$ cat src/rtl/modbus_resp_tx_pkg.sv
// Shared Modbus RTU constants, FSM encoding and frame-kind type for the slave reply path.
// Pure declarations: no latency, no flow control.
package modbus_resp_tx_pkg;

  localparam logic [7:0]  MB_FC_READ_HOLD    = 8'h03;
  localparam logic [7:0]  MB_FC_READ_INPUT   = 8'h04;
  localparam logic [7:0]  MB_FC_WRITE_SINGLE = 8'h06;
  localparam logic [7:0]  MB_EXC_FLAG        = 8'h80;
  localparam logic [15:0] CRC_INIT           = 16'hFFFF;
  localparam logic [15:0] CRC_POLY           = 16'hA001;

  localparam logic [2:0] ST_IDLE     = 3'd0;
  localparam logic [2:0] ST_FETCH    = 3'd1;
  localparam logic [2:0] ST_LOAD     = 3'd2;
  localparam logic [2:0] ST_START    = 3'd3;
  localparam logic [2:0] ST_WAIT_ACK = 3'd4;
  localparam logic [2:0] ST_WAIT_TX  = 3'd5;
  localparam logic [2:0] ST_CRC_WAIT = 3'd6;
  localparam logic [2:0] ST_DONE     = 3'd7;

  typedef enum logic [1:0] {
    FRM_EXC   = 2'd0,
    FRM_READ  = 2'd1,
    FRM_WRITE = 2'd2,
    FRM_NONE  = 2'd3
  } frame_kind_t;

endpackage

$ cat src/rtl/mb_crc16_serial.sv
// Bit-serial CRC-16/MODBUS: one bit per cycle, 8 cycles per byte after byte_valid.
// Bytes are accepted only while crc_ready is high; init restarts from CRC_INIT.
module mb_crc16_serial
  import modbus_resp_tx_pkg::*;
(
  input  logic        clk_in,
  input  logic        rst_n_in,
  input  logic        init,
  input  logic        byte_valid,
  input  logic [7:0]  byte_in,
  output logic [15:0] crc,
  output logic        crc_ready
);

  logic [7:0] shift;
  logic [3:0] bit_cnt;

  assign crc_ready = (bit_cnt == 4'd0);

  always_ff @(posedge clk_in or negedge rst_n_in) begin
    if (!rst_n_in) begin
      crc     <= CRC_INIT;
      shift   <= 8'h00;
      bit_cnt <= 4'd0;
    end else if (init) begin
      crc     <= CRC_INIT;
      bit_cnt <= 4'd0;
    end else if (byte_valid && crc_ready) begin
      shift   <= byte_in;
      bit_cnt <= 4'd8;
    end else if (!crc_ready) begin
      // reflected form: LSB of data and CRC are combined first
      crc     <= {1'b0, crc[15:1]} ^ ((crc[0] ^ shift[0]) ? CRC_POLY : 16'h0000);
      shift   <= {1'b0, shift[7:1]};
      bit_cnt <= bit_cnt - 4'd1;
    end
  end

endmodule

$ cat src/rtl/modbus_resp_tx.sv
// Modbus RTU reply builder: exception / register-read / write-echo frames plus CRC, streamed to the UART.
// First tx_start 2 cycles after exception_done; each byte waits for the tx_busy rise and fall.
module modbus_resp_tx
  import modbus_resp_tx_pkg::*;
#(
  parameter logic [7:0] SLAVE_ADDR = 8'h01,
  parameter int         MAX_REGS   = 5
) (
  input  logic        clk_in,
  input  logic        rst_n_in,
  input  logic        exception_done,
  input  logic [7:0]  exception,
  input  logic [7:0]  func_code,
  input  logic [15:0] addr,
  input  logic [15:0] data,
  output logic [15:0] reg_rd_addr,
  input  logic [15:0] reg_rd_data,
  input  logic        tx_busy,
  output logic        tx_start,
  output logic [7:0]  tx_data,
  output logic        frame_busy,
  output logic        frame_done
);

  localparam logic [7:0] MAX_N = 8'(MAX_REGS);

  logic [2:0]  state;
  frame_kind_t kind;
  logic [7:0]  func_q;
  logic [7:0]  exc_q;
  logic [15:0] addr_q;
  logic [15:0] data_q;
  logic [3:0]  len_q;
  logic [3:0]  byte_cnt;
  logic [2:0]  reg_idx;
  logic [15:0] hold;
  logic        crc_phase;
  logic        crc_idx;

  frame_kind_t req_kind;
  logic [2:0]  req_n;
  logic [3:0]  req_len;
  logic [3:0]  nxt_cnt;
  logic        data_hi;
  logic [7:0]  payload_byte;
  logic [7:0]  next_byte;
  logic        crc_init;
  logic        crc_feed;
  logic [15:0] crc;
  logic        crc_ready;

  assign tx_start   = (state == ST_START);
  assign frame_done = (state == ST_DONE);
  assign frame_busy = (state != ST_IDLE) && (state != ST_DONE);
  assign crc_init   = (state == ST_IDLE) && exception_done;
  assign crc_feed   = (state == ST_START) && !crc_phase;
  assign nxt_cnt    = byte_cnt + 4'd1;
  // data bytes start at index 3, so odd indices are the high byte of a fresh register
  assign data_hi    = (kind == FRM_READ) && byte_cnt[0] && (byte_cnt >= 4'd3);
  assign req_n      = (data[7:0] > MAX_N) ? MAX_N[2:0] : data[2:0];

  always_comb begin
    req_kind = FRM_NONE;
    if (exception != 8'h00) begin
      req_kind = FRM_EXC;
    end else if (func_code == MB_FC_READ_HOLD || func_code == MB_FC_READ_INPUT) begin
      req_kind = FRM_READ;
    end else if (func_code == MB_FC_WRITE_SINGLE) begin
      req_kind = FRM_WRITE;
    end
  end

  always_comb begin
    case (req_kind)
      FRM_EXC:   req_len = 4'd3;
      FRM_READ:  req_len = 4'd3 + {req_n, 1'b0};
      FRM_WRITE: req_len = 4'd6;
      default:   req_len = 4'd0;
    endcase
  end

  always_comb begin
    payload_byte = 8'h00;
    case (kind)
      FRM_EXC: begin
        case (byte_cnt)
          4'd0:    payload_byte = SLAVE_ADDR;
          4'd1:    payload_byte = func_q | MB_EXC_FLAG;
          default: payload_byte = exc_q;
        endcase
      end
      FRM_READ: begin
        case (byte_cnt)
          4'd0:    payload_byte = SLAVE_ADDR;
          4'd1:    payload_byte = func_q;
          4'd2:    payload_byte = {4'h0, len_q - 4'd3};
          default: payload_byte = data_hi ? reg_rd_data[15:8] : hold[7:0];
        endcase
      end
      FRM_WRITE: begin
        case (byte_cnt)
          4'd0:    payload_byte = SLAVE_ADDR;
          4'd1:    payload_byte = func_q;
          4'd2:    payload_byte = addr_q[15:8];
          4'd3:    payload_byte = addr_q[7:0];
          4'd4:    payload_byte = data_q[15:8];
          default: payload_byte = data_q[7:0];
        endcase
      end
      default: payload_byte = 8'h00;
    endcase
  end

  assign next_byte = crc_phase ? (crc_idx ? crc[15:8] : crc[7:0]) : payload_byte;

  always_ff @(posedge clk_in or negedge rst_n_in) begin
    if (!rst_n_in) begin
      state       <= ST_IDLE;
      kind        <= FRM_NONE;
      func_q      <= 8'h00;
      exc_q       <= 8'h00;
      addr_q      <= 16'h0000;
      data_q      <= 16'h0000;
      len_q       <= 4'd0;
      byte_cnt    <= 4'd0;
      reg_idx     <= 3'd0;
      hold        <= 16'h0000;
      crc_phase   <= 1'b0;
      crc_idx     <= 1'b0;
      tx_data     <= 8'h00;
      reg_rd_addr <= 16'h0000;
    end else begin
      case (state)
        ST_IDLE: begin
          if (exception_done) begin
            kind      <= req_kind;
            func_q    <= func_code;
            exc_q     <= exception;
            addr_q    <= addr;
            data_q    <= data;
            len_q     <= req_len;
            byte_cnt  <= 4'd0;
            reg_idx   <= 3'd0;
            crc_phase <= 1'b0;
            crc_idx   <= 1'b0;
            state     <= (req_kind == FRM_NONE) ? ST_DONE : ST_LOAD;
          end
        end
        ST_FETCH: begin
          reg_idx <= reg_idx + 3'd1;
          state   <= ST_LOAD;
        end
        ST_LOAD: begin
          // the serial CRC must finish the previous byte before the next one is fed
          if (crc_phase || crc_ready) begin
            tx_data <= next_byte;
            if (!crc_phase && data_hi) begin
              hold <= reg_rd_data;
            end
            state <= ST_START;
          end
        end
        ST_START: begin
          state <= ST_WAIT_ACK;
        end
        ST_WAIT_ACK: begin
          if (tx_busy) begin
            state <= ST_WAIT_TX;
          end
        end
        ST_WAIT_TX: begin
          if (!tx_busy) begin
            if (crc_phase) begin
              crc_idx <= 1'b1;
              state   <= crc_idx ? ST_DONE : ST_LOAD;
            end else begin
              byte_cnt <= nxt_cnt;
              if (nxt_cnt == len_q) begin
                state <= ST_CRC_WAIT;
              end else if (kind == FRM_READ && nxt_cnt[0] && nxt_cnt >= 4'd3) begin
                reg_rd_addr <= addr_q + {13'd0, reg_idx};
                state       <= ST_FETCH;
              end else begin
                state <= ST_LOAD;
              end
            end
          end
        end
        ST_CRC_WAIT: begin
          if (crc_ready) begin
            crc_phase <= 1'b1;
            state     <= ST_LOAD;
          end
        end
        ST_DONE: begin
          state <= ST_IDLE;
        end
        default: begin
          state <= ST_IDLE;
        end
      endcase
    end
  end

  mb_crc16_serial u_crc (
    .clk_in     (clk_in),
    .rst_n_in   (rst_n_in),
    .init       (crc_init),
    .byte_valid (crc_feed),
    .byte_in    (tx_data),
    .crc        (crc),
    .crc_ready  (crc_ready)
  );

endmodule

$ cat config.mk
export PLATFORM = sky130hd
export DESIGN_NAME = modbus_resp_tx
export DESIGN_NICKNAME = d
export VERILOG_FILES = /design/src/rtl/modbus_resp_tx_pkg.sv /design/src/rtl/mb_crc16_serial.sv /design/src/rtl/modbus_resp_tx.sv
export SDC_FILE = /design/constraint.sdc
export NUM_CORES = 1
export LEC_CHECK = 0
export ABC_AREA = 0
export BUFFER_PORTS_ARGS = -buffer_cell sky130_fd_sc_hd__clkbuf_2
export CAP_MARGIN = 20
export CORE_UTILIZATION = 55
export DETAILED_ROUTE_END_ITERATION = 8
export GPL_ROUTABILITY_DRIVEN = 0
export GPL_TIMING_DRIVEN = 0
export HOLD_SLACK_MARGIN = 0.12
export PLACE_DENSITY = 0.77
export SETUP_SLACK_MARGIN = 0.1
export SYNTH_ARGS = -nofsm -noshare
export SYNTH_HDL_FRONTEND = slang
export SYNTH_SLANG_ARGS = --single-unit
$ cat constraint.sdc
create_clock -name clk_in -period 4.7 [get_ports clk_in]
set_input_delay 1.41 -clock clk_in [delete_from_list [all_inputs] [get_ports clk_in]]
set_output_delay 1.41 -clock clk_in [all_outputs]
set_load 0.05 [all_outputs]
Word level (Yosys, flattened, before mapping)
Index checks and enable logic that the tools add are counted.
{"block": "word_totals", "ff_bits": 126}
{"block": "op_classes", "add_sub_neg": 6, "magnitude_cmp": 3, "n_eq_ne": 32, "muxes": 44, "n_bitwise": 6, "n_reduce_logical": 33}
{"cell": "16-bit two-way mux", "n": 4}
{"cell": "8-bit one-hot mux with 3 select lines", "n": 2}
{"cell": "8-bit two-way mux", "n": 5}
{"cell": "8-bit one-hot mux with 5 select lines", "n": 1}
{"cell": "3-bit two-way mux", "n": 11}
{"cell": "4-bit two-way mux", "n": 6}
{"cell": "3-bit one-hot mux with 8 select lines", "n": 1}
{"cell": "2-bit inequality test (second input constant)", "n": 9}
{"cell": "16-bit by 3-bit adder with 16-bit output", "n": 1}
{"cell": "8-bit by 3-bit == test with 1-bit output (second input constant)", "n": 2}
{"cell": "8-bit one-hot mux with 2 select lines", "n": 1}
{"cell": "15-bit by 16-bit XOR with 16-bit output", "n": 1}
{"cell": "3-bit == test (second input constant)", "n": 4}
{"cell": "4-bit one-hot mux with 3 select lines", "n": 1}
{"cell": "2-bit AND reduction", "n": 5}
{"cell": "5-bit AND reduction", "n": 2}
{"cell": "1-bit logical AND", "n": 9}
{"cell": "4-bit by 2-bit == test with 1-bit output (second input constant)", "n": 2}
{"cell": "8-bit by 2-bit == test with 1-bit output (second input constant)", "n": 1}
{"cell": "4-bit by 2-bit greater-or-equal comparator with 1-bit output (second input constant)", "n": 2}
{"cell": "8-bit by 3-bit > comparator with 1-bit output (second input constant)", "n": 1}
{"cell": "4-bit logical NOT", "n": 2}
{"cell": "4-bit one-hot mux with 2 select lines", "n": 1}
{"cell": "4-bit AND reduction", "n": 2}
{"cell": "29 further kinds", "n": 48}

Depth between registers and ports, before layout
{"block": "depth", "depth_word": 8, "mapped_depth": 9, "mapped_depth_nobuf": 8}

By module
Synthesis repeated with hierarchy kept, for this count alone.
{"block": "hier_totals", "hier_cells": 727, "area_unflattened_um2": 6904.1}
{"mod": "modbus_resp_tx", "n_inst": 1, "cells_each": 619, "area_each_um2": 5609.1, "seq_area_each_um2": 2454.9}
{"mod": "mb_crc16_serial", "n_inst": 1, "cells_each": 108, "area_each_um2": 1295.0, "seq_area_each_um2": 720.7}

Worst setup path before layout
Ideal clock, no wire load.
{"block": "synth_timing", "path_type": "reg-to-output", "from": "register state[0]", "to": "output frame_busy", "arrival_time_ns": 2.006, "t_required_ns": 3.290, "path_slack_ns": 1.284, "path_stages_with_launch": 6, "cell_sequence": "dfrtp_1 > clkbuf_1 > clkbuf_1 > clkbuf_1 > and3_1 > nor2_1"}
{"block": "synth_between", "elab_chain_len": 2, "word_cells_on_any_way": 3}
{"item": "start, declared", "line_no": "modbus_resp_tx.sv:27", "rtl": "logic [2:0] state;"}
{"item": "start signal, assigned", "line_no": "modbus_resp_tx.sv:146", "rtl": "state <= (req_kind == FRM_NONE) ? ST_DONE : ST_LOAD;"}
{"item": "start signal, assigned", "line_no": "modbus_resp_tx.sv:175", "rtl": "state <= crc_idx ? ST_DONE : ST_LOAD;"}
{"item": "3-bit inequality test or 3-bit nonzero test (tied branches)", "line_no": "modbus_resp_tx.sv:54", "rtl": "assign frame_busy = (state != ST_IDLE) && (state != ST_DONE);"}
{"item": "1-bit logical AND (*)", "line_no": "modbus_resp_tx.sv:54"}
{"item": "end, declared", "line_no": "modbus_resp_tx.sv:21", "rtl": "output logic frame_busy,"}
Mark *: on every way between the ends. The rest lies on a longest branch, timed or not.

Worst setup path in the final report
Ends and elaborated chain as after synthesis.

==> impl_metrics.ini <==
[timing]
setup_violations = 0
rsz0062_at_grt = false
tightest_slew_ns = 0.909
min_period_ns = 3.68
skew_ns = 0.00351
timing.fmax_mhz = 272
finalHoldViolations = 0
slew_viol_final = 0
relSlewSlack_pct = 38.9
period_share_pct = 78.3
tns_ns = 0
setup_ws_ns = 1.02

[layout]
final_cell_mix = 198 x nand2_1, 108 x dfrtp_1, 93 x clkbuf_2, 42 x nor2_1, 36 x clkbuf_1
fin_nets = 951
diodes = 0
drive_above_1_share_pct = 22.2
mostFrequentLayoutCell = nand2_1
area_growth_pct = 18.7
utilization_pct = 67.7

[clock_tree]
cts_sinks = 126
clkLatencyLatePin_ns = 0.42
cts_hold_buf = 0
cts_setup_buffers = 0
clock_path_buffers = 2
cts_max_level = 4
post_cts_resized = 0
root_buffer = clkbuf_16
cts_tree = built
cts.clk_slew.worst_paths_ns = 0.05
numCtsBuffers = 17

[floorplan]
fp.dieW_um = 114
num_rows = 40
dieArea_sq_um = 13100
core_area_sq_um = 12200
io_pins = 95
start_util_pct = 57.0
dieHeight_um = 114

[worst_setup_path]
worst-path-buf-inv = 4
critPathLaunchType = register
r2r_start = byte_cnt[1]
crit_fanout = 10
end_kind = primary output
r2r_end = tx_data[7]
path_class = register to primary output
crit_arrival_ns = 2.27
cp_cell_sequence = clkbuf_1 > clkbuf_1 > clkbuf_1 > and3_1 > nor2_1 > clkbuf_2
crit_required_ns = 3.29
cpMostUsedCell = clkbuf_1
r2r_slack_ns = 2.07
max_stage_delay_ns = 0.37
ff2ff_path_depth = 8
path_delay_family = buffers and inverters
critPathLaunch = state[0]
crit_slowest_cell = clkbuf_1

[global_routing]
gr-total-overflow = 0
grt_max_degree = 90
grt_pass1_wl_um = 30200
track_usage_pct = 30.4
antenna_found_initial = 0
grt_pass1_vias = 6066

[yosys]
yosysUniqueCellTypes = 76
synth_edf_count = 0
yosys_warnings = 0
yosysSeqAreaShare_pct = 45.8
netlist_area_sq_um = 6930
syn-num-nets = 837
synth-seq-cells = 126
async_flop_share_pct = 100
syn_inst = 756
synthFlopType = dfrtp_1
synth_area_per_cell_sq_um = 9.17

[detailed_routing]
wl_per_cell_um = 17.9
vias = 6266
viasPerCell = 5.96
route.detailed.drc = 0
drt-pass1-iter-count = 6
drt_iter0_drc = 627
routed_wl_um = 18900
drt.antenna.violating_nets = 0

[worst_hold_path]
hold_depth = 2
hp-class = register to register
min_from = data_q[2]
holdPathEnd = data_q[2]

[placed_design]
portBuffers = 94
dp_hpwl_um = 13500
dp_slack_ns = 1.48

[run_status]
status = completed

[flow_run]
maxCapViolCount = 0

[power]
peakVddDrop_v = 0.000417
p_leak_nw = 3.91
pwr_density_cell_nw_per_um2 = 631
-- per-layer routing --
metal | up-vias | GRT usage (%) | wire length (um)
li1 | 2862 | - | -
met1 | 3039 | 41.3 | 7970
met2 | 311 | 47.0 | 8830
met3 | 54 | 5.88 | 1450
met4 | 0 | 14.5 | 613
met5 | - | 0 | 0
-- metrics by stage --
stage	hold slack (ns)	power (W)	std cells	area, sq um
2_1_floorplan	0.438	0.00324	756	6930
3_3_place_gp	0.458	0.00373	1018	7610
3_5_place_dp	0.458	0.00383	1019	7650
4_1_cts	0.471	0.00516	1051	8230
5_1_grt	0.504	0.00548	1051	8230
6_report	0.473	0.00519	1051	8230
-- worst max-delay path by stage --
stage / end / slack (ns) / cells after the start
2_1_floorplan: frame_busy / 1.28 / 5
3_3_place_gp: reg_rd_addr[7] / 0.38 / 1
3_5_place_dp: len_q[2] / 1.48 / 9
4_1_cts: frame_busy / 1.02 / 6
5_1_grt: frame_done / 0.86 / 5
6_report: frame_busy / 1.02 / 6
-- power by group --
part	total [W]	internal (W)	switching, W
sequential	0.00189	0.00152	0.000370
clock	0.00130	0.000833	0.000471
combinational	0.00200	0.000736	0.00126
-- state kept, by name, indices dropped and copies added, names as in the netlist --
name           cells
addr_q            16
data_q            16
reg_rd_addr       16
u_crc.crc         16
exc_q              8
func_q             8
hold               8
tx_data            8
u_crc.shift        8
byte_cnt           4
len_q              4
u_crc.bit_cnt      4
reg_idx            3
state              3
kind               2
crc_idx            1
crc_phase          1
-- cell families (layout without fill, tap and decap cells) --
| logic type | after synthesis | after routing | synth area share (%) |
|---|---|---|---|
| XOR/XNOR | 28 | 28 | 3.54 |
| multiplexers | 43 | 43 | 7.15 |
| buffers and inverters | 64 | 191 | 3.90 |
| AO/OA/AOI/OAI | 146 | 146 | 15.0 |
| adder cells (fa/ha/maj) | 13 | 13 | 2.45 |
| flip-flops | 126 | 126 | 45.8 |
| AND/OR/NAND/NOR | 336 | 336 | 22.1 |
-- synthesized netlist by cell type, drive strengths merged (6+ instances only) --
cell | instances | share of area, %
a211oi | 8 | 0.87
a21oi | 30 | 2.2
a222oi | 6 | 0.87
a22o | 9 | 1.1
and3 | 6 | 0.54
buf | 12 | 1.1
clkbuf | 31 | 1.7
dfrtp | 108 | 39
dfstp | 18 | 6.8
ha | 12 | 2.2
inv | 20 | 1.1
mux2 | 28 | 5.0
mux2i | 15 | 2.2
nand2 | 199 | 11
nand2b | 7 | 0.63
nand3 | 26 | 1.9
nor2 | 42 | 2.3
nor2b | 8 | 0.83
nor3 | 15 | 1.4
o21ai | 24 | 1.7
o22ai | 8 | 0.81
xnor2 | 21 | 2.7
xor2 | 7 | 0.88
-- final cells by class --
type / instances / area [sq um]
inverter: 21 / 78.8
clock buffer: 26 / 499
buffer: 43 / 191
clock inverter: 6 / 81.3
tap: 168 / 210
multi-input combinational: 566 / 3490
timing repair buffer: 95 / 507
sequential: 126 / 3180
fill: 957 / 3930
-- worst register-to-register path, stage by stage, from the launching register on --
cell and delay [ns]:
dfrtp_1 0.45, inv_1 0.12, ha_1 0.15, clkbuf_1 0.34, nor4_1 0.10, a211oi_1 0.51, nor3_1 0.19, a221oi_1 0.44
o221ai_1 0.19
(Power assumes the default switching activity.)
